$ cat src/rtl/calc_pkg.sv
// ============================================================================
//  Module   : calc_pkg
//  Brief    : Shared types, key codes and key decode for the calculator
//             entry controller.
//  Revision : 1.0 - initial release
// ============================================================================
`default_nettype none

package calc_pkg;

    // Operator latched between operand entries
    typedef enum logic [2:0] {
        OP_NONE = 3'd0,
        OP_ADD  = 3'd1,
        OP_SUB  = 3'd2,
        OP_MUL  = 3'd3,
        OP_AND  = 3'd4,
        OP_OR   = 3'd5
    } op_t;

    // Entry phase: first operand, operator chosen, second operand, result
    typedef enum logic [1:0] {
        S_A   = 2'd0,
        S_OP  = 2'd1,
        S_B   = 2'd2,
        S_RES = 2'd3
    } state_t;

    // Non-digit key codes delivered by the keypad cursor
    localparam logic [4:0] KEY_ADD = 5'h10;
    localparam logic [4:0] KEY_MUL = 5'h11;
    localparam logic [4:0] KEY_AND = 5'h12;
    localparam logic [4:0] KEY_EXE = 5'h13;
    localparam logic [4:0] KEY_SUB = 5'h14;
    localparam logic [4:0] KEY_OR  = 5'h15;
    localparam logic [4:0] KEY_CE  = 5'h16;
    localparam logic [4:0] KEY_CLR = 5'h17;

    // Map an operator key to its op_t; every other code yields OP_NONE
    function automatic op_t key_to_op(input logic [4:0] key);
        case (key)
            KEY_ADD: return OP_ADD;
            KEY_SUB: return OP_SUB;
            KEY_MUL: return OP_MUL;
            KEY_AND: return OP_AND;
            KEY_OR:  return OP_OR;
            default: return OP_NONE;
        endcase
    endfunction

endpackage

`default_nettype wire

$ cat src/rtl/calc_entry_fsm_if.sv
// ============================================================================
//  Module   : calc_entry_fsm_if
//  Brief    : Key strobe in / display and status out bundle between the
//             keypad cursor side (master) and the entry controller (slave).
//  Revision : 1.0 - initial release
// ============================================================================
`default_nettype none

interface calc_entry_fsm_if #(
    parameter int W = 16
) ();

    logic                 select;
    logic [4:0]           val;
    logic [W-1:0]         disp;
    calc_pkg::state_t     state;
    calc_pkg::op_t        op_pend;
    logic                 ovf;
    logic                 done;
    logic                 restriction;

    // Keypad / cursor side
    modport master (
        output select,
        output val,
        input  disp,
        input  state,
        input  op_pend,
        input  ovf,
        input  done,
        input  restriction
    );

    // Entry controller side
    modport slave (
        input  select,
        input  val,
        output disp,
        output state,
        output op_pend,
        output ovf,
        output done,
        output restriction
    );

endinterface

`default_nettype wire

$ cat src/rtl/calc_alu.sv
// ============================================================================
//  Module   : calc_alu
//  Brief    : Combinational W-bit ALU. Result wraps mod 2^W; ovf reports
//             ADD carry-out, SUB borrow, MUL non-zero upper half.
//  Revision : 1.0 - initial release
// ============================================================================
`default_nettype none

module calc_alu
    import calc_pkg::*;
#(
    parameter int W = 16
) (
    input  wire logic [W-1:0] a,
    input  wire logic [W-1:0] b,
    input  wire op_t          op,
    output logic [W-1:0]      res,
    output logic              ovf
);

    logic [W:0]     w_sum;
    logic [W:0]     w_diff;
    logic [2*W-1:0] w_prod;

    // Extra top bit of the difference is set exactly when a < b
    assign w_sum  = {1'b0, a} + {1'b0, b};
    assign w_diff = {1'b0, a} - {1'b0, b};
    assign w_prod = {{W{1'b0}}, a} * {{W{1'b0}}, b};

    // Select result and flag by operator; OP_NONE passes a through
    always_comb begin
        res = a;
        ovf = 1'b0;
        case (op)
            OP_ADD: begin res = w_sum[W-1:0];  ovf = w_sum[W];          end
            OP_SUB: begin res = w_diff[W-1:0]; ovf = w_diff[W];         end
            OP_MUL: begin res = w_prod[W-1:0]; ovf = |w_prod[2*W-1:W];  end
            OP_AND: begin res = a & b;         ovf = 1'b0;              end
            OP_OR:  begin res = a | b;         ovf = 1'b0;              end
            default: begin res = a;            ovf = 1'b0;              end
        endcase
    end

endmodule

`default_nettype wire

$ cat src/rtl/calc_entry_fsm.sv
// ============================================================================
//  Module   : calc_entry_fsm
//  Brief    : Calculator entry controller. Samples key codes on select,
//             builds operands A/B, latches the operator and computes results.
//             Build option CALC_DECIMAL_EN: decimal entry (base 10, digits
//             0x0A-0x0F ignored, cursor restricted to decimal keys);
//             otherwise hexadecimal entry.
//  Revision : 1.0 - initial release
// ============================================================================
`default_nettype none

module calc_entry_fsm
    import calc_pkg::*;
#(
    parameter int W          = 16,
    parameter int MAX_DIGITS = 4
) (
    input  wire logic         clk,
    input  wire logic         rst,
    calc_entry_fsm_if.slave   bus
);

    localparam int CW = $clog2(MAX_DIGITS + 1);

`ifdef CALC_DECIMAL_EN
    localparam logic [W-1:0] c_base     = W'(10);
    localparam logic         c_decimal  = 1'b1;
`else
    localparam logic [W-1:0] c_base     = W'(16);
    localparam logic         c_decimal  = 1'b0;
`endif

    state_t          state_q, state_d;
    logic [W-1:0]    a_q, a_d;
    logic [W-1:0]    b_q, b_d;
    logic [W-1:0]    r_q, r_d;
    logic [CW-1:0]   cnt_q, cnt_d;
    op_t             op_q, op_d;
    logic            ovf_q, ovf_d;
    logic            done_q, done_d;
    logic [W-1:0]    disp_q, disp_d;

    logic [W-1:0]    w_digit;
    logic            w_is_digit;
    op_t             w_key_op;
    logic            w_is_op;
    logic            w_key_exe;
    logic            w_key_ce;
    logic            w_clear_all;
    logic            w_cnt_room;
    logic [W-1:0]    w_a_acc;
    logic [W-1:0]    w_b_acc;
    logic [W-1:0]    w_alu_a;
    logic [W-1:0]    w_alu_res;
    logic            w_alu_ovf;

    // Key classification; codes 0x18-0x1F fall into no class and are ignored
    assign w_digit     = W'(bus.val[3:0]);
    assign w_is_digit  = ~bus.val[4] & (~c_decimal | (bus.val[3:0] < 4'd10));
    assign w_key_op    = key_to_op(bus.val);
    assign w_is_op     = (w_key_op != OP_NONE);
    assign w_key_exe   = (bus.val == KEY_EXE);
    assign w_key_ce    = (bus.val == KEY_CE);
    assign w_clear_all = bus.select &
                         ((bus.val == KEY_CLR) | (w_key_ce & (state_q == S_RES)));

    // Digit accumulation, truncated to W bits
    assign w_cnt_room  = (cnt_q < CW'(MAX_DIGITS));
    assign w_a_acc     = a_q * c_base + w_digit;
    assign w_b_acc     = b_q * c_base + w_digit;

    // A repeated EXE in the result phase reuses R as the left operand
    assign w_alu_a     = (state_q == S_RES) ? r_q : a_q;

    calc_alu #(
        .W   (W)
    ) u_alu (
        .a   (w_alu_a),
        .b   (b_q),
        .op  (op_q),
        .res (w_alu_res),
        .ovf (w_alu_ovf)
    );

    // Next-state and datapath update for one sampled key strobe
    always_comb begin
        state_d = state_q;
        a_d     = a_q;
        b_d     = b_q;
        r_d     = r_q;
        cnt_d   = cnt_q;
        op_d    = op_q;
        ovf_d   = ovf_q;
        done_d  = 1'b0;

        if (w_clear_all) begin
            state_d = S_A;
            a_d     = '0;
            b_d     = '0;
            r_d     = '0;
            cnt_d   = '0;
            op_d    = OP_NONE;
            ovf_d   = 1'b0;
        end else if (bus.select) begin
            case (state_q)
                S_A: begin
                    if (w_is_digit) begin
                        if (w_cnt_room) begin
                            a_d   = w_a_acc;
                            cnt_d = cnt_q + CW'(1);
                        end
                    end else if (w_is_op) begin
                        op_d    = w_key_op;
                        state_d = S_OP;
                    end else if (w_key_ce) begin
                        a_d   = '0;
                        cnt_d = '0;
                    end
                end
                S_OP: begin
                    if (w_is_digit) begin
                        b_d     = w_digit;
                        cnt_d   = CW'(1);
                        state_d = S_B;
                    end else if (w_is_op) begin
                        op_d = w_key_op;
                    end else if (w_key_ce) begin
                        op_d    = OP_NONE;
                        state_d = S_A;
                    end
                end
                S_B: begin
                    if (w_is_digit) begin
                        if (w_cnt_room) begin
                            b_d   = w_b_acc;
                            cnt_d = cnt_q + CW'(1);
                        end
                    end else if (w_key_exe) begin
                        r_d     = w_alu_res;
                        ovf_d   = w_alu_ovf;
                        done_d  = 1'b1;
                        state_d = S_RES;
                    end else if (w_is_op) begin
                        // Chained operator: fold the pending result into A
                        a_d     = w_alu_res;
                        ovf_d   = w_alu_ovf;
                        op_d    = w_key_op;
                        done_d  = 1'b1;
                        state_d = S_OP;
                    end else if (w_key_ce) begin
                        b_d   = '0;
                        cnt_d = '0;
                    end
                end
                S_RES: begin
                    if (w_is_digit) begin
                        a_d     = w_digit;
                        cnt_d   = CW'(1);
                        ovf_d   = 1'b0;
                        state_d = S_A;
                    end else if (w_is_op) begin
                        a_d     = r_q;
                        op_d    = w_key_op;
                        state_d = S_OP;
                    end else if (w_key_exe) begin
                        r_d    = w_alu_res;
                        ovf_d  = w_alu_ovf;
                        done_d = 1'b1;
                    end
                end
                default: state_d = S_A;
            endcase
        end

        case (state_d)
            S_B:     disp_d = b_d;
            S_RES:   disp_d = r_d;
            default: disp_d = a_d;
        endcase
    end

    // State and registered outputs; reset overrides any key strobe
    always_ff @(posedge clk) begin
        if (rst) begin
            state_q <= S_A;
            a_q     <= '0;
            b_q     <= '0;
            r_q     <= '0;
            cnt_q   <= '0;
            op_q    <= OP_NONE;
            ovf_q   <= 1'b0;
            done_q  <= 1'b0;
            disp_q  <= '0;
        end else begin
            state_q <= state_d;
            a_q     <= a_d;
            b_q     <= b_d;
            r_q     <= r_d;
            cnt_q   <= cnt_d;
            op_q    <= op_d;
            ovf_q   <= ovf_d;
            done_q  <= done_d;
            disp_q  <= disp_d;
        end
    end

    assign bus.disp        = disp_q;
    assign bus.state       = state_q;
    assign bus.op_pend     = op_q;
    assign bus.ovf         = ovf_q;
    assign bus.done        = done_q;
    assign bus.restriction = c_decimal;

endmodule

`default_nettype wire

$ cat src/flat_wrapper.sv
// flat-port wrapper written by rule: the top's interface ports become plain ports
module calc_entry_fsm_flat import calc_pkg::*;
#(
    parameter int W          = 16,
    parameter int MAX_DIGITS = 4
)
  (clk, rst, bus_select, bus_val, bus_disp, bus_state, bus_op_pend, bus_ovf, bus_done, bus_restriction);
  calc_entry_fsm_if #(.W(W)) bus_i ();
  input  wire logic clk;
  input  wire logic rst;
  input wire logic [$bits(bus_i.select)-1:0] bus_select;
  input wire logic [$bits(bus_i.val)-1:0] bus_val;
  output wire logic [$bits(bus_i.disp)-1:0] bus_disp;
  output wire logic [$bits(bus_i.state)-1:0] bus_state;
  output wire logic [$bits(bus_i.op_pend)-1:0] bus_op_pend;
  output wire logic [$bits(bus_i.ovf)-1:0] bus_ovf;
  output wire logic [$bits(bus_i.done)-1:0] bus_done;
  output wire logic [$bits(bus_i.restriction)-1:0] bus_restriction;
  assign bus_i.select = bus_select;
  assign bus_i.val = bus_val;
  assign bus_disp = bus_i.disp;
  assign bus_state = bus_i.state;
  assign bus_op_pend = bus_i.op_pend;
  assign bus_ovf = bus_i.ovf;
  assign bus_done = bus_i.done;
  assign bus_restriction = bus_i.restriction;
  calc_entry_fsm #(.W(W), .MAX_DIGITS(MAX_DIGITS)) u_core (.clk(clk), .rst(rst), .bus(bus_i));
endmodule
$ cat config.mk
export PLATFORM = sky130hd
export DESIGN_NAME = calc_entry_fsm_flat
export DESIGN_NICKNAME = d
export VERILOG_FILES = /design/src/rtl/calc_pkg.sv /design/src/rtl/calc_entry_fsm_if.sv /design/src/rtl/calc_alu.sv /design/src/rtl/calc_entry_fsm.sv /design/src/flat_wrapper.sv
export SDC_FILE = /design/constraint.sdc
export NUM_CORES = 1
export LEC_CHECK = 0
export ABC_CLOCK_PERIOD_IN_PS = 7000
export CORE_MARGIN = 3
export CORE_UTILIZATION = 59
export DETAILED_ROUTE_END_ITERATION = 6
export MAX_ROUTING_LAYER = met4
export PLACE_DENSITY_LB_ADDON = 0.05
export SLEW_MARGIN = 20
export SYNTH_ARGS = -nofsm -noshare
export SYNTH_HDL_FRONTEND = slang
export SYNTH_SLANG_ARGS = --single-unit
$ cat constraint.sdc
create_clock -name clk -period 7 [get_ports clk]
set_clock_uncertainty 0.2 [all_clocks]
set_input_delay 1.4 -clock clk [delete_from_list [all_inputs] [get_ports clk]]
set_output_delay 1.4 -clock clk [all_outputs]
set_load 0.05 [all_outputs]
==> out/qor.csv, run 1 <==
metric,value,unit
outcome,finished with violations,
violated checks,design-rule violations,
fmax,0.143,GHz
CP top delay family,adder cells,
initial antenna violation count,0,
num rows,58,
actual slew at the worst max-slew pin,1.10,ns
CTS Root Cell,clkbuf_16,
total power,1.20,mW
Hold WC Path Type,register to register,
dpl cells,2332,
"Top FF cell, synth",dfxtp_1,
sequential area share after synthesis,9.75,%
Port Buffers,30,
busiest grt layer,met2,
Skew-Pair Late Insertion Delay,0.35,ns
footprint of the multi-input gates,0.0126,sq mm
"Slowest-stage cell, CP",fa_2,
GR Util met1,51.8,%
PD cells,69.4,mW/mm^2
vias after detailed routing,15100,
Die X,167,um
Die H,167,um
Leakage,7.19,nW
area share of the largest cell type after synthesis,25.7,%
largest net degree at the start of global routing,45,
reg2reg path depth,25,
Synth Instances,1946,
Synth cell types,90,
Synth-to-Final Area Change,14.1,%
Mapped Nets,2309,
Routability Congestion,1.08,
CP max stage delay,0.58,ns
total of warnings raised by yosys,0,
DRC violations left,9,
WS Path Type,register to register,
Max Cap Viol,0,
Clock Pin Slew Worst Setup and Hold Paths,0.08,ns
Final Cycle Share,99.9,%
FILL cells,2140,
Wirelength per Cell,22.8,um
Crit. path cell count,25,
DP Wirelength,43.1,mm
Via density,6.36,
area of the mapped netlist,0.0152,sq mm
Setup Viol. Count Final,0,
Buffers & Inverters on Critical Path,6,
crit start category,register,
Slew headroom,26.2,%
drt first pass iters,7,
Post-synth EDFFs,0,
fin nets,2396,
Routed Wire Length,54.0,mm
Max Slew Vio Count,0,
Critical Path RT,7.03,ns
IO Pins,32,
design area,0.0173,sq mm
remaining global-route overflow,0,
grt met3 use,7.55,%
Synth Area per Inst,7.81,sq um
hold depth,2,
RSZ-0062 raised after global routing,true,
Storage cell area,0.00149,sq mm
CTS Buf Count,9,
first-pass GRT wire length,83.1,mm
# diodes,0,
core area,0.0253,sq mm
min cycle time layout,7.00,ns
fin cells,2368,
Die Area,0.0277,sq mm
leading area contributor after synthesis,fa_1,
CTS tree,built,
#FFs+latches synth,74,
Total Routing Usage GR,39.3,%
synth top area cells,"fa_1 (26%), ha_1 (13%), dfxtp_1 (9.7%), inv_1 (6.5%), nor2_1 (6.5%)",
Longest Clk Path Bufs,2,
Worst Path Arrival,7.03,ns
Clock Sinks,74,
final hold violations,0,
layout cells sized above 1,13.9,%
H-tree depth,3,
Initial Utilization,60.2,%
Util after Layout,68.7,%
Placed Area,0.0166,sq mm
Routed Antenna Nets,0,
Setup WS post-layout,0.00492,ns
Setup WS pre-CTS,-0.134,ns
TNS Setup,0,ns
1st-iter DRT viols,1941,
worst vdd ir,0.103,mV
Worst Path Max Fanout,6,
Crit. End Element,register,
Critical Path Most Common Cell,fa_1,
routing usage on met2,58.8,%
vias in the first global route,14400,
Hold Slack,0.301,ns
Async SR Flop Fraction,0,%
==> worst min-delay path, stage by stage, from the launching register on <==
cell and delay, ns:
dfxtp_1 0.34, a21oi_1 0.06, nor2_1 0.07
==> placed cells by master (no fill, tap or decap), drive strengths merged, types with 18 or more instances in the layout <==
cell type | netlist | routed
inv | 268 | 269
nor2 | 263 | 263
nand2 | 232 | 232
fa | 195 | 195
ha | 160 | 160
buf | 29 | 150
a21oi | 102 | 102
o21ai | 92 | 92
dfxtp | 74 | 74
clkdlybuf4s50 | 0 | 30
nor2b | 29 | 29
nor3 | 23 | 23
nand3 | 22 | 22
mux2i | 21 | 21
a22oi | 21 | 21
mux2 | 21 | 21
xnor2 | 18 | 18
==> path summary, 6_finish.rpt <==
path / slack, ns / from / endpoint
max: 0.005 / u_core.bus.state[1] / u_core.bus.ovf
min: 0.30 / u_core.cnt_q[1] / u_core.cnt_q[1]
max reg2reg: 0.005 / u_core.bus.state[1] / u_core.bus.ovf
min reg2reg: 0.30 / u_core.cnt_q[1] / u_core.cnt_q[1]
==> Yosys cell counts, types with 6 or more instances <==
library cell	count
a211o_1	9
a211oi_1	12
a21boi_0	6
a21o_1	13
a21oi_1	102
a221o_1	12
a221oi_1	13
a22oi_1	21
a2bb2oi_1	10
a31oi_1	17
and2_1	10
and3_1	7
buf_1	6
buf_2	18
clkbuf_1	73
clkinv_1	12
dfxtp_1	74
fa_1	195
ha_1	160
inv_1	263
mux2_2	21
mux2i_1	21
nand2_1	232
nand2b_1	17
nand3_1	21
nand4_1	6
nor2_1	262
nor2b_1	29
nor3_1	23
o211ai_1	13
o21a_1	12
o21ai_0	83
o21ai_1	9
o221ai_1	8
o22ai_1	10
o31ai_1	9
or4_1	6
xnor2_1	18
xor2_1	9
==> metal layers <==
layer | vias to the layer above | wire length, um
li1 | 6638 | -
met3 | 219 | 6020
met5 | - | 0
met1 | 7184 | 20700
met2 | 1017 | 24000
met4 | 0 | 3290
==> what timing repair did <==
action                     4_1_cts  5_1_grt
hold buffers                     0        0
setup buffers                    1       19
pin swaps                        5       46
setup endpoints to repair        3       12
gates resized for setup         18       70
==> sequential cells by signal (all words and copies together) (netlist names) <==
name / cells
u_core.a_q: 16
u_core.b_q: 16
u_core.bus.disp: 16
u_core.r_q: 16
u_core.bus.op_pend: 3
u_core.cnt_q: 3
u_core.bus.state: 2
u_core.bus.done: 1
u_core.bus.ovf: 1
==> kinds of logic after synthesis <==
| family | synth area share, % |
|---|---|
| fa+ha+maj | 38.9 |
| buf+inv | 9.77 |
| simple gates | 18.4 |
| other cells | 0.0247 |
| mux | 2.94 |
| xor+xnor | 1.56 |
| flops | 9.75 |
| compound gates | 18.7 |
==> area by class of cell <==
cell class,count,area share (%)
multi-input cells,1488,72.6
flip-flops and latches,74,8.59
repair buffers,180,8.57
inverters,280,6.19
well taps,330,2.38
clock buffers,11,1.46
clock inverters,5,0.216
==> where the power goes <==
group / total [mW] / switching (mW) / internal, mW
clock network: 0.484 / 0.222 / 0.262
registers: 0.438 / 0.00901 / 0.429
logic: 0.281 / 0.183 / 0.0978
total: 1.20 / 0.414 / 0.789
(Power assumes the default switching activity.)
==> run 2, diff against run 1 <==
--- a/config.mk
+++ b/config.mk
@@ -11,6 +11,7 @@
 export DETAILED_ROUTE_END_ITERATION = 6
 export MAX_ROUTING_LAYER = met4
 export PLACE_DENSITY_LB_ADDON = 0.05
+export SKIP_CTS_REPAIR_TIMING = 1
 export SLEW_MARGIN = 20
 export SYNTH_ARGS = -nofsm -noshare
 export SYNTH_HDL_FRONTEND = slang
==> out/qor.csv, run 2 (synthesis results as in run 1) <==
metric,value,unit
Critical Path RT,7.04,ns
Setup WS post-layout,0.0196,ns
crit start category,register,
IO Pins,32,
hold depth,2,
Buffers & Inverters on Critical Path,4,
WS Path Type,register to register,
Routed Antenna Nets,0,
Die H,167,um
num rows,58,
Critical Path Most Common Cell,fa_1,
fmax,0.143,GHz
CP max stage delay,0.58,ns
actual slew at the worst max-slew pin,1.15,ns
vias after detailed routing,15100,
Via density,6.38,
Total Routing Usage GR,39.1,%
CTS Root Cell,clkbuf_16,
vias in the first global route,14400,
DRC violations left,0,
CTS tree,built,
layout cells sized above 1,13.7,%
# diodes,0,
"commonest non-fill, non-tap cell in the layout",nor2_1,
Port Buffers,30,
R2R Path End,u_core.bus.ovf,
Max Cap Viol,0,
outcome,"finished, final reports clean",
final hold violations,0,
Setup Viol. Count Final,0,
H-tree depth,3,
Worst Path Max Fanout,8,
worst vdd ir,0.103,mV
reg2reg path depth,23,
remaining global-route overflow,0,
Register-to-Register Setup Slack,0.02,ns
largest net degree at the start of global routing,45,
Final Cycle Share,99.7,%
worst hold start,u_core.cnt_q[1],
Max Slew Vio Count,0,
cell breakdown of the critical path,ha_4 > buf_8 > mux2_4 > buf_4 > ha_2 > inv_2 > fa_2 > fa_1 > fa_1 > fa_2 > fa_1 > fa_1 > inv_2 > ha_4 > o21ai_1 > o21bai_1 > a21o_1 > a21oi_4 > a221oi_2 > a31oi_1 > or4_4 > nor4_4 > a41oi_2,
Initial Utilization,60.2,%
Wirelength per Cell,22.8,um
Die Area,0.0277,sq mm
RSZ-0062 raised after global routing,true,
first-pass GRT wire length,82.6,mm
"Slowest-stage cell, CP",fa_2,
PD cells,69.7,mW/mm^2
Clock Pin Slew Worst Setup and Hold Paths,0.08,ns
Skew-Pair Late Insertion Delay,0.36,ns
Setup WS pre-CTS,-0.134,ns
Crit. End Element,register,
Synth-to-Final Area Change,13.8,%
Longest Clk Path Bufs,2,
DP Wirelength,43.1,mm
FILL cells,2149,
most frequent cells in the layout,"nor2_1 (261), inv_1 (250), nand2_1 (231)",
Worst Path Arrival,7.02,ns
Slew headroom,23.0,%
Hold EP,u_core.cnt_q[1],
Hold WC Path Type,register to register,
Die X,167,um
Routed Wire Length,53.8,mm
1st-iter DRT viols,1978,
TNS Setup,0,ns
Clock Sinks,74,
min cycle time layout,6.98,ns
drt first pass iters,6,
initial antenna violation count,0,
Crit Reg-Reg Startpoint,u_core.bus.state[0],
CP top delay family,adder cells,
Leakage,7.14,nW
fin nets,2390,
Routability Congestion,1.08,
core area,0.0253,sq mm
CTS Buf Count,9,
run 2: changes by cell type in the layout (fill, tap and decap cells not counted), moves of 2 or more:
cell        before  now
buf_4          139  132
clkinvlp_4       3    5
a221oi_1        10   12
a221oi_2         4    2
ha_2             1    5
inv_4            7    4
nor2_2           3    1
ha_1           150  147
inv_1          247  250
a21oi_1         96   94
run 2: final cells by class:
cell class	count	area [sq um]	share of cell area [%]
sequential	74	1490	8.61
clock buffer	11	253	1.46
timing repair buffer	174	1440	8.32
multi-input combinational	1488	12600	72.8
tap	330	413	2.39
clock inverter	5	37.5	0.217
inverter	280	1070	6.20
run 2: per-layer routing:
| layer | up-vias | wire length (um) | GRT usage (%) |
|---|---|---|---|
| li1 | 6629 | - | - |
| met5 | - | 0 | - |
| met4 | 0 | 3460 | 19.1 |
| met3 | 230 | 5910 | 7.60 |
| met2 | 957 | 23900 | 58.2 |
| met1 | 7248 | 20600 | 51.5 |
run 2: worst min-delay path: stages, from the launching register on:
cell     delay, ns
dfxtp_1       0.34
a21oi_1       0.06
nor2_1        0.07
run 2: through the flow:
step | area, sq um | power (mW) | cells | hold WS, ns | utilization (%)
finish | 17300 | 1.21 | 2362 | 0.300 | 68.5
global route | 17300 | 1.23 | 2362 | 0.327 | 68.5
CTS | 16900 | 1.18 | 2348 | 0.297 | 66.8
detailed placement | 16600 | 0.708 | 2332 | 0.288 | 65.6
global placement | 16600 | 0.706 | 2332 | 0.272 | 65.6
floorplan | 15400 | 0.611 | 1946 | 0.258 | -
run 2: report_power, final:
| group | leakage (nW) | internal (mW) | switching [mW] | total [mW] |
|---|---|---|---|---|
| Combinational | 6.40 | 0.0983 | 0.182 | 0.281 |
| Sequential | 0.601 | 0.429 | 0.00909 | 0.438 |
| Clock | 0.138 | 0.262 | 0.225 | 0.487 |
run 2: worst max-delay path by stage:
stage                                    from             endpoint  slack, ns  cells after the start
after global routing      u_core.bus.state[1]       u_core.bus.ovf      -0.15                     24
after global placement    u_core.bus.state[1]  u_core.bus.disp[13]      -0.16                     26
after detailed placement  u_core.bus.state[1]  u_core.bus.disp[13]      -0.13                     26
after floorplan           u_core.bus.state[0]       u_core.bus.ovf      0.001                     29
final                     u_core.bus.state[0]       u_core.bus.ovf       0.02                     23
after CTS                 u_core.bus.state[1]  u_core.bus.disp[13]      -0.17                     26
